==> src/rtl/strela_input_stream_fetcher.sv <==
// Address-generating read engine for one CGRA input node: issues strided word
// reads under a FIFO credit limit and streams the returned data out in order.
module strela_input_stream_fetcher #(
    parameter int unsigned FIFO_DEPTH = 4
) (
    input  logic        clk_i,
    input  logic        rst_ni,
    input  logic        start_i,
    input  logic [31:0] addr_i,
    input  logic [15:0] size_i,
    input  logic [15:0] stride_i,
    output logic        mem_req_o,
    output logic [31:0] mem_addr_o,
    input  logic        mem_gnt_i,
    input  logic        mem_rvalid_i,
    input  logic [31:0] mem_rdata_i,
    output logic [31:0] data_o,
    output logic        valid_o,
    input  logic        ready_i,
    output logic        busy_o,
    output logic        done_o
);

    localparam int unsigned PTR_W = $clog2(FIFO_DEPTH);
    localparam int unsigned CNT_W = PTR_W + 1;
    localparam int unsigned SUM_W = CNT_W + 1;

    typedef enum logic [1:0] {
        S_IDLE,
        S_FETCH,
        S_DRAIN,
        S_DONE
    } state_e;

    state_e             state_q, state_d;
    logic [31:0]        addr_q, addr_d;
    logic [15:0]        size_q, size_d;
    logic [15:0]        stride_q, stride_d;
    logic [15:0]        issued_q, issued_d;
    logic [15:0]        deliv_q, deliv_d;
    logic [CNT_W-1:0]   outst_q, outst_d;
    logic [CNT_W-1:0]   cnt_q, cnt_d;
    logic [PTR_W-1:0]   wr_ptr_q, wr_ptr_d;
    logic [PTR_W-1:0]   rd_ptr_q, rd_ptr_d;
    logic               req_q, req_d;
    logic               busy_q, busy_d;
    logic               done_q, done_d;
    logic [31:0]        fifo_q [FIFO_DEPTH];

    logic grant;
    logic push;
    logic pop;

    // Responses with nothing outstanding are stale (e.g. issued before a reset).
    assign grant = req_q & mem_gnt_i;
    assign push  = mem_rvalid_i & (outst_q != '0);
    assign pop   = valid_o & ready_i;

    always_comb begin
        state_d  = state_q;
        addr_d   = addr_q;
        size_d   = size_q;
        stride_d = stride_q;
        issued_d = issued_q;
        deliv_d  = pop ? deliv_q + 16'd1 : deliv_q;
        outst_d  = outst_q + CNT_W'(grant) - CNT_W'(push);
        cnt_d    = cnt_q + CNT_W'(push) - CNT_W'(pop);
        wr_ptr_d = wr_ptr_q + PTR_W'(push);
        rd_ptr_d = rd_ptr_q + PTR_W'(pop);

        case (state_q)
            S_IDLE: begin
                if (start_i) begin
                    addr_d   = addr_i;
                    size_d   = size_i;
                    stride_d = stride_i;
                    issued_d = 16'd0;
                    deliv_d  = 16'd0;
                    state_d  = (size_i == 16'd0) ? S_DONE : S_FETCH;
                end
            end
            S_FETCH: begin
                if (grant) begin
                    issued_d = issued_q + 16'd1;
                    addr_d   = addr_q + 32'(stride_q);
                    if ((issued_q + 16'd1) == size_q) begin
                        state_d = S_DRAIN;
                    end
                end
            end
            S_DRAIN: begin
                if (pop && ((deliv_q + 16'd1) == size_q)) begin
                    state_d = S_DONE;
                end
            end
            default: begin
                state_d = S_IDLE;
            end
        endcase

        // Credit: in-flight reads plus buffered words never exceed the FIFO depth.
        req_d  = (state_d == S_FETCH) &&
                 ((SUM_W'(outst_d) + SUM_W'(cnt_d)) < SUM_W'(FIFO_DEPTH));
        busy_d = (state_d == S_FETCH) || (state_d == S_DRAIN);
        done_d = (state_d == S_DONE);
    end

    always_ff @(posedge clk_i or negedge rst_ni) begin
        if (!rst_ni) begin
            state_q  <= S_IDLE;
            addr_q   <= '0;
            size_q   <= '0;
            stride_q <= '0;
            issued_q <= '0;
            deliv_q  <= '0;
            outst_q  <= '0;
            cnt_q    <= '0;
            wr_ptr_q <= '0;
            rd_ptr_q <= '0;
            req_q    <= 1'b0;
            busy_q   <= 1'b0;
            done_q   <= 1'b0;
        end else begin
            state_q  <= state_d;
            addr_q   <= addr_d;
            size_q   <= size_d;
            stride_q <= stride_d;
            issued_q <= issued_d;
            deliv_q  <= deliv_d;
            outst_q  <= outst_d;
            cnt_q    <= cnt_d;
            wr_ptr_q <= wr_ptr_d;
            rd_ptr_q <= rd_ptr_d;
            req_q    <= req_d;
            busy_q   <= busy_d;
            done_q   <= done_d;
        end
    end

    // Data storage needs no reset; occupancy is tracked by the pointers.
    always_ff @(posedge clk_i) begin
        if (push) begin
            fifo_q[wr_ptr_q] <= mem_rdata_i;
        end
    end

    assign mem_req_o  = req_q;
    assign mem_addr_o = addr_q;
    assign valid_o    = (cnt_q != '0);
    assign data_o     = valid_o ? fifo_q[rd_ptr_q] : 32'h0;
    assign busy_o     = busy_q;
    assign done_o     = done_q;

endmodule
==> config.mk <==
export PLATFORM = sky130hd
export DESIGN_NAME = strela_input_stream_fetcher
export DESIGN_NICKNAME = d
export VERILOG_FILES = /design/src/rtl/strela_input_stream_fetcher.sv
export SDC_FILE = /design/constraint.sdc
export NUM_CORES = 1
export LEC_CHECK = 0
export BUFFER_PORTS_ARGS = -buffer_cell sky130_fd_sc_hd__buf_2
export CAP_MARGIN = 25
export CORE_ASPECT_RATIO = 1.5
export CORE_MARGIN = 5
export CORE_UTILIZATION = 32
export CTS_BUF_LIST = sky130_fd_sc_hd__clkbuf_4 sky130_fd_sc_hd__clkbuf_8
export DETAILED_ROUTE_END_ITERATION = 16
export SLEW_MARGIN = 40
export SYNTH_ARGS = -nofsm -noshare
export SYNTH_HDL_FRONTEND = slang
export SYNTH_SLANG_ARGS = --single-unit
==> constraint.sdc <==
create_clock -name clk_i -period 7.5 [get_ports clk_i]
set_input_delay 0.75 -clock clk_i [delete_from_list [all_inputs] [get_ports clk_i]]
set_output_delay 0.75 -clock clk_i [all_outputs]
set_load 0.05 [all_outputs]
* Yosys cells after proc, flatten, opt, wreduce, memory -nomap -nowiden
Memory sizes are Yosys's and may differ from the RTL's.
Cells that the tools add are included.
** Word-level totals
- Register bits after elaboration :: 111
- Bits in latches :: 0
- RAM bits :: 128
- Memory bits (read-only) :: 0
- Input port bits :: 102
- Word-level logic and storage cells :: 65
- Memories :: 1
** Operators by class
- $add $sub $neg :: 10
- $mul :: 0
- Divide/modulo/power cells :: 0
- Order comparisons :: 1
- Eq/ne operators :: 9
- Shifts and indexed selects :: 0
- Multiplexer cells :: 18
- Bitwise gates (word level) :: 3
- Reduce and logical (&&, ||, !) cells :: 10
** Memories
- fifo_q :: depth 4, bits a word 32, rd ports 1, clocked after Yosys merged registers in 0, wr ports 1, line 48 : logic [31:0] fifo_q [FIFO_DEPTH];
** Operator list (number)
- 32-bit two-way mux :: 3
- 16-bit two-way mux :: 5
- 32-bit case mux with 2 select lines :: 1
- 16-bit by 1-bit adder with 16-bit output (second input constant) :: 2
- 32-bit by 16-bit adder with 32-bit output :: 1
- 16-bit == test :: 2
- 16-bit case mux with 2 select lines :: 1
- 16-bit logical NOT :: 1
- 2-bit two-way mux :: 5
- 3-bit by 1-bit adder with 3-bit output :: 2
- 2-bit == test (second input constant) :: 3
- 2-bit case mux with 3 select lines :: 1
- 3-bit nonzero test :: 2
- 3-bit by 1-bit subtractor with 3-bit output :: 2
- 2-bit by 1-bit adder with 2-bit output :: 2
- 3-bit by 3-bit adder with 4-bit output :: 1
- 2-bit by 1-bit == test with 1-bit output (second input constant) :: 2
- 4-bit by 3-bit less-than comparator with 1-bit output (second input constant) :: 1
- 2-bit inequality test (second input constant) :: 2
- 1-bit AND :: 3
- 3-bit AND reduction :: 1
- 1-bit logical AND :: 2
- 2-bit logical NOT :: 1
- 1-bit two-way mux :: 2
- other kinds (3) :: 3

* Depth between registers and ports, before layout
- Depth after elaboration :: 7
- Gate-level depth with buffers :: 14

* Worst setup path before layout
OpenSTA, ideal clock, no wires.
- Kind :: input to register
- From :: input mem_rvalid_i
- To :: memory fifo_q[1][0] (enable)
- Data arrival time :: 3278 ps
- Required time :: 7032 ps
- Path slack :: 3754 ps
- Cell stages on the path :: 2
- Cell sequence :: o31ai_1 nor3b_1
** Between the ends
- Cells in the longest elaborated chain, start to end :: 3
** RTL lines
- from (decl) :: line 15 : input logic mem_rvalid_i,
- 1-bit AND :: line 56 : assign push = mem_rvalid_i & (outst_q != '0);
- 1-bit two-way mux :: line 142 : if (push) begin
- 1-bit two-way mux (not written as such) :: line 143 : fifo_q[wr_ptr_q] <= mem_rdata_i;
- to (decl) :: line 48
Every way passes these cells.

* Worst setup path in the final report
- From :: register cnt_q[1]
- To :: register req_q (netlist: mem_req_o)
** Between the ends
- Elaborated cells on any way between the ends :: 11
- Those cells by class :: add/sub: 3; order compare: 1; eq/ne: 1; mux: 2; bitwise: 1; reduce/logical: 3
** RTL lines
- from (decl) :: line 42 : logic [CNT_W-1:0] cnt_q, cnt_d;
- from (signal assigned) :: line 131 : cnt_q <= cnt_d;
- parallel branches: the longest is 2 deep, another holds 3-bit by 1-bit adder with 3-bit output
- 3-bit by 1-bit subtractor with 3-bit output (*) :: line 67 : cnt_d = cnt_q + CNT_W'(push) - CNT_W'(pop);
- via cnt_d[2] :: line 42
- 3-bit by 3-bit adder with 4-bit output (*) :: line 103 : ((SUM_W'(outst_d) + SUM_W'(cnt_d)) < SUM_W'(FIFO_DEPTH));
- 4-bit by 3-bit less-than comparator with 1-bit output (*) :: line 103
- 1-bit logical AND (*) :: line 102 : req_d = (state_d == S_FETCH) &&
- via req_d :: line 45 : logic req_q, req_d;
- to (signal assigned) :: line 134 : req_q <= req_d;
- to (decl) :: line 45
Mark *: on every way through the listed nets, which the timed path passes.
A chain may end at the register's enable or synchronous reset.

==> flow_summary.json <==
{
  "rrSetupSlack_ns": 3.68,
  "worstPathMaxFanout": 34,
  "synth_mux_area_frac": 0.06169,
  "cts_buffers": 40,
  "hpwlAfterDp_mm": 20.37,
  "synth_nets": 1151,
  "holdWs_ns": 0.1198,
  "synth-simple-area-share": 0.1541,
  "ys_warn_count": 0,
  "period_share": 0.5096,
  "required_ns": 7.97,
  "clock_sinks": 239,
  "yosysTopAreaCell": "edfxtp_1",
  "cp-end-kind": "flip-flop",
  "clkPwrFrac": 0.215,
  "fin_setup_tns_ns": 0,
  "synth_compound_area_frac": 0.09575,
  "maxSlewHeadroom": 0.4863,
  "tritoncts": "yes",
  "fin_skew_ns": 0.03276,
  "grt_overflow_total": 0,
  "synthTopCellsByArea": "edfxtp_1 33%, dfrtp_1 24%, mux4_2 6.2%",
  "finalHoldViolCount": 0,
  "max_cap_viol_count": 0,
  "crit_path_max_incr_delay_ns": 0.62,
  "r2r-start": "cnt_q[1]",
  "ys.flop_type": "edfxtp_1",
  "wl_mm": 29.72,
  "drc": 0,
  "arrival_ns": 4.29,
  "htree_levels": 2,
  "synth_cells": 1018,
  "critical_path_class": "reg2reg",
  "nets": 1324,
  "ios": 170,
  "cp_cell_sequence": "or3_1 > buf_4 > nand2_1 > inv_1 > ha_1 > inv_1 > ha_1 > inv_1 > fa_1 > xnor2_1 > ha_1 > or4b_2 > a31oi_1",
  "die-area_sq_um": 40510,
  "ant_nets": 0,
  "start_util": 0.3240,
  "rows": 85,
  "cts_hold_buf": 0,
  "synth_commonest_cells": "165 x nand2_1, 128 x edfxtp_1, 111 x dfrtp_1, 64 x nor2_1, 52 x xnor2_1",
  "die_h_microns": 244.0,
  "clk_latency_ns": 0.55,
  "ys_types": 70,
  "grt_max_degree": 61,
  "setup_viol": 0,
  "switching_share": 0.4251,
  "place_congestion": 0.8410,
  "critPathLaunchType": "flip-flop",
  "power.switching_w": 0.002536,
  "utilization": 0.3885,
  "tightest_slew_ns": 0.7698,
  "maxSlewViolCount": 0,
  "seq_area_frac_synth": 0.5668,
  "clkTransAtPathRegs_ns": 0.06,
  "synth-adder-area-share": 0.03513,
  "portBuffers": 169,
  "r2r_cells": 13,
  "rsz0062_at_grt": "no",
  "synth_most_common_cell": "nand2_1",
  "rr_endpoint": "mem_req_o",
  "fin_crit_ns": 3.822,
  "powerDensity_nw_per_um2": 425.8,
  "hold_path.class": "in2async",
  "grtUsageTotal": 0.1446,
  "avgViaCountPerCell": 4.927,
  "cp_slowest_cell": "or4b_2",
  "synth_area_per_cell_sq_um": 11.48,
  "outcome": "finished, final reports clean",
  "fp.dieW_microns": 166.0,
  "dp_cells": 1626,
  "firstDrtPassIters": 5,
  "power_w": 0.005965,
  "critical_path.top_delay_family": "simple AND/OR/NAND/NOR gates",
  "synth_xor_area_frac": 0.05923,
  "core-area_sq_um": 36050,
  "synth.top_cell.area_share": 0.3290,
  "worst-path-buf-inv": 4,
  "clockRootBuffer": "clkbuf_8",
  "cts_resized": 0,
  "synth_top_family_by_area": "simple AND/OR/NAND/NOR gates",
  "dr_total_vias": 8386,
  "async_reset_ff_frac": 0.4644,
  "drtIter0Drc": 524,
  "ir_drop_mv": 0.2358,
  "synth_area_sq_um": 11680,
  "intPower_w": 0.003429,
  "grt_pass1_vias": 8706,
  "antenna_found_initial": 4,
  "grt_pass1_wl_mm": 47.60,
  "synth_enable_flop_cells": 128,
  "clk_path_buf_depth": 3,
  "p_comb_frac": 0.455,
  "seqPwrFrac": 0.330,
  "drive_gt1_frac": 0.2543,
  "post_cts_buffers": 0,
  "leakage_nw": 5.703,
  "fmax_mhz": 261.6,
  "wl_per_cell_microns": 17.46,
  "fin_cells": 1702,
  "syn_to_final_growth_pct": 19.91,
  "synth_seq_cells": 239
}
## cell type report
class	instances	area (sq um)
clock buffer	65	782.0
multi-input combinational	699	4783
sequential	239	6623
fill	3473	22040
inverter	27	101.3
tap	478	598.1
antenna	1	2.502
clock inverter	9	121.4
timing repair buffer	184	997.2
## through the flow
step	worst slack, ns	instance area, sq um
finish	3.678	14010
floorplan	3.754	11680
CTS	3.642	13980
detailed placement	3.684	13070
global route	3.434	14010
global placement	3.733	13030
## sequential cells by signal (all words and copies together) (netlist names), 3 cells and up
register    cells
mem_addr_o     32
outst_q         3
size_q         16
cnt_q           3
issued_q       16
deliv_q        16
stride_q       16
fifo_q        128
## worst register-to-register path, delay by kind of cell (launching register included)
family / cells / cell delay [ns]
buffers and inverters: 4 / 0.55
AO/OA/AOI/OAI: 1 / 0.17
adder cells (fa/ha/maj): 4 / 1.08
AND/OR/NAND/NOR: 3 / 1.30
flip-flops: 1 / 0.42
XOR/XNOR: 1 / 0.22
## placed cells by master, fill, tap and decap left out, drive strengths merged, types with 29 or more instances in the layout
cell type and n:
xnor2 52, clkbuf 65, and2 37, o21ai 52
edfxtp 128, nor2 65, a21oi 52, nand3 29
nand2 165, mux4 32, buf 184, dfrtp 111
## worst max-delay path by stage
stage	from	to	slack, ns	depth (start not counted)
floorplan	mem_rvalid_i	fifo_q[1][0]	3.75	2
global placement	cnt_q[1]	mem_req_o	3.73	13
detailed placement	cnt_q[1]	mem_req_o	3.68	13
CTS	cnt_q[1]	mem_req_o	3.64	13
global route	cnt_q[1]	mem_req_o	3.43	13
finish	cnt_q[1]	mem_req_o	3.68	13
## power groups by stage
stage	sequential, W	combinational, W	clock, W
after floorplan	0.00216	0.00189	0
after global placement	0.00198	0.00271	0
after detailed placement	0.00199	0.00275	0
after CTS	0.00197	0.00276	0.00133
after global routing	0.00201	0.00296	0.00138
final	0.00197	0.00271	0.00128
## logic make-up (layout without fill, tap and decap cells)
kind of cell    after synthesis  count (layout)
compound gates              177             177
fa+ha+maj                    31              31
other cells                   0               1
mux                          32              32
buf+inv                      80             285
flops                       239             239
xor+xnor                     79              79
simple gates                380             380
## metal layers
layer	global-route usage	vias to the layer above	share of wire
met4	0.04661	6	0.026
met1	0.1728	4031	0.40
met3	0.03457	51	0.064
met2	0.2569	284	0.51
met5	0	-	0.0013
li1	-	4014	-
Note: power is estimated with default switching activity, not from simulation.
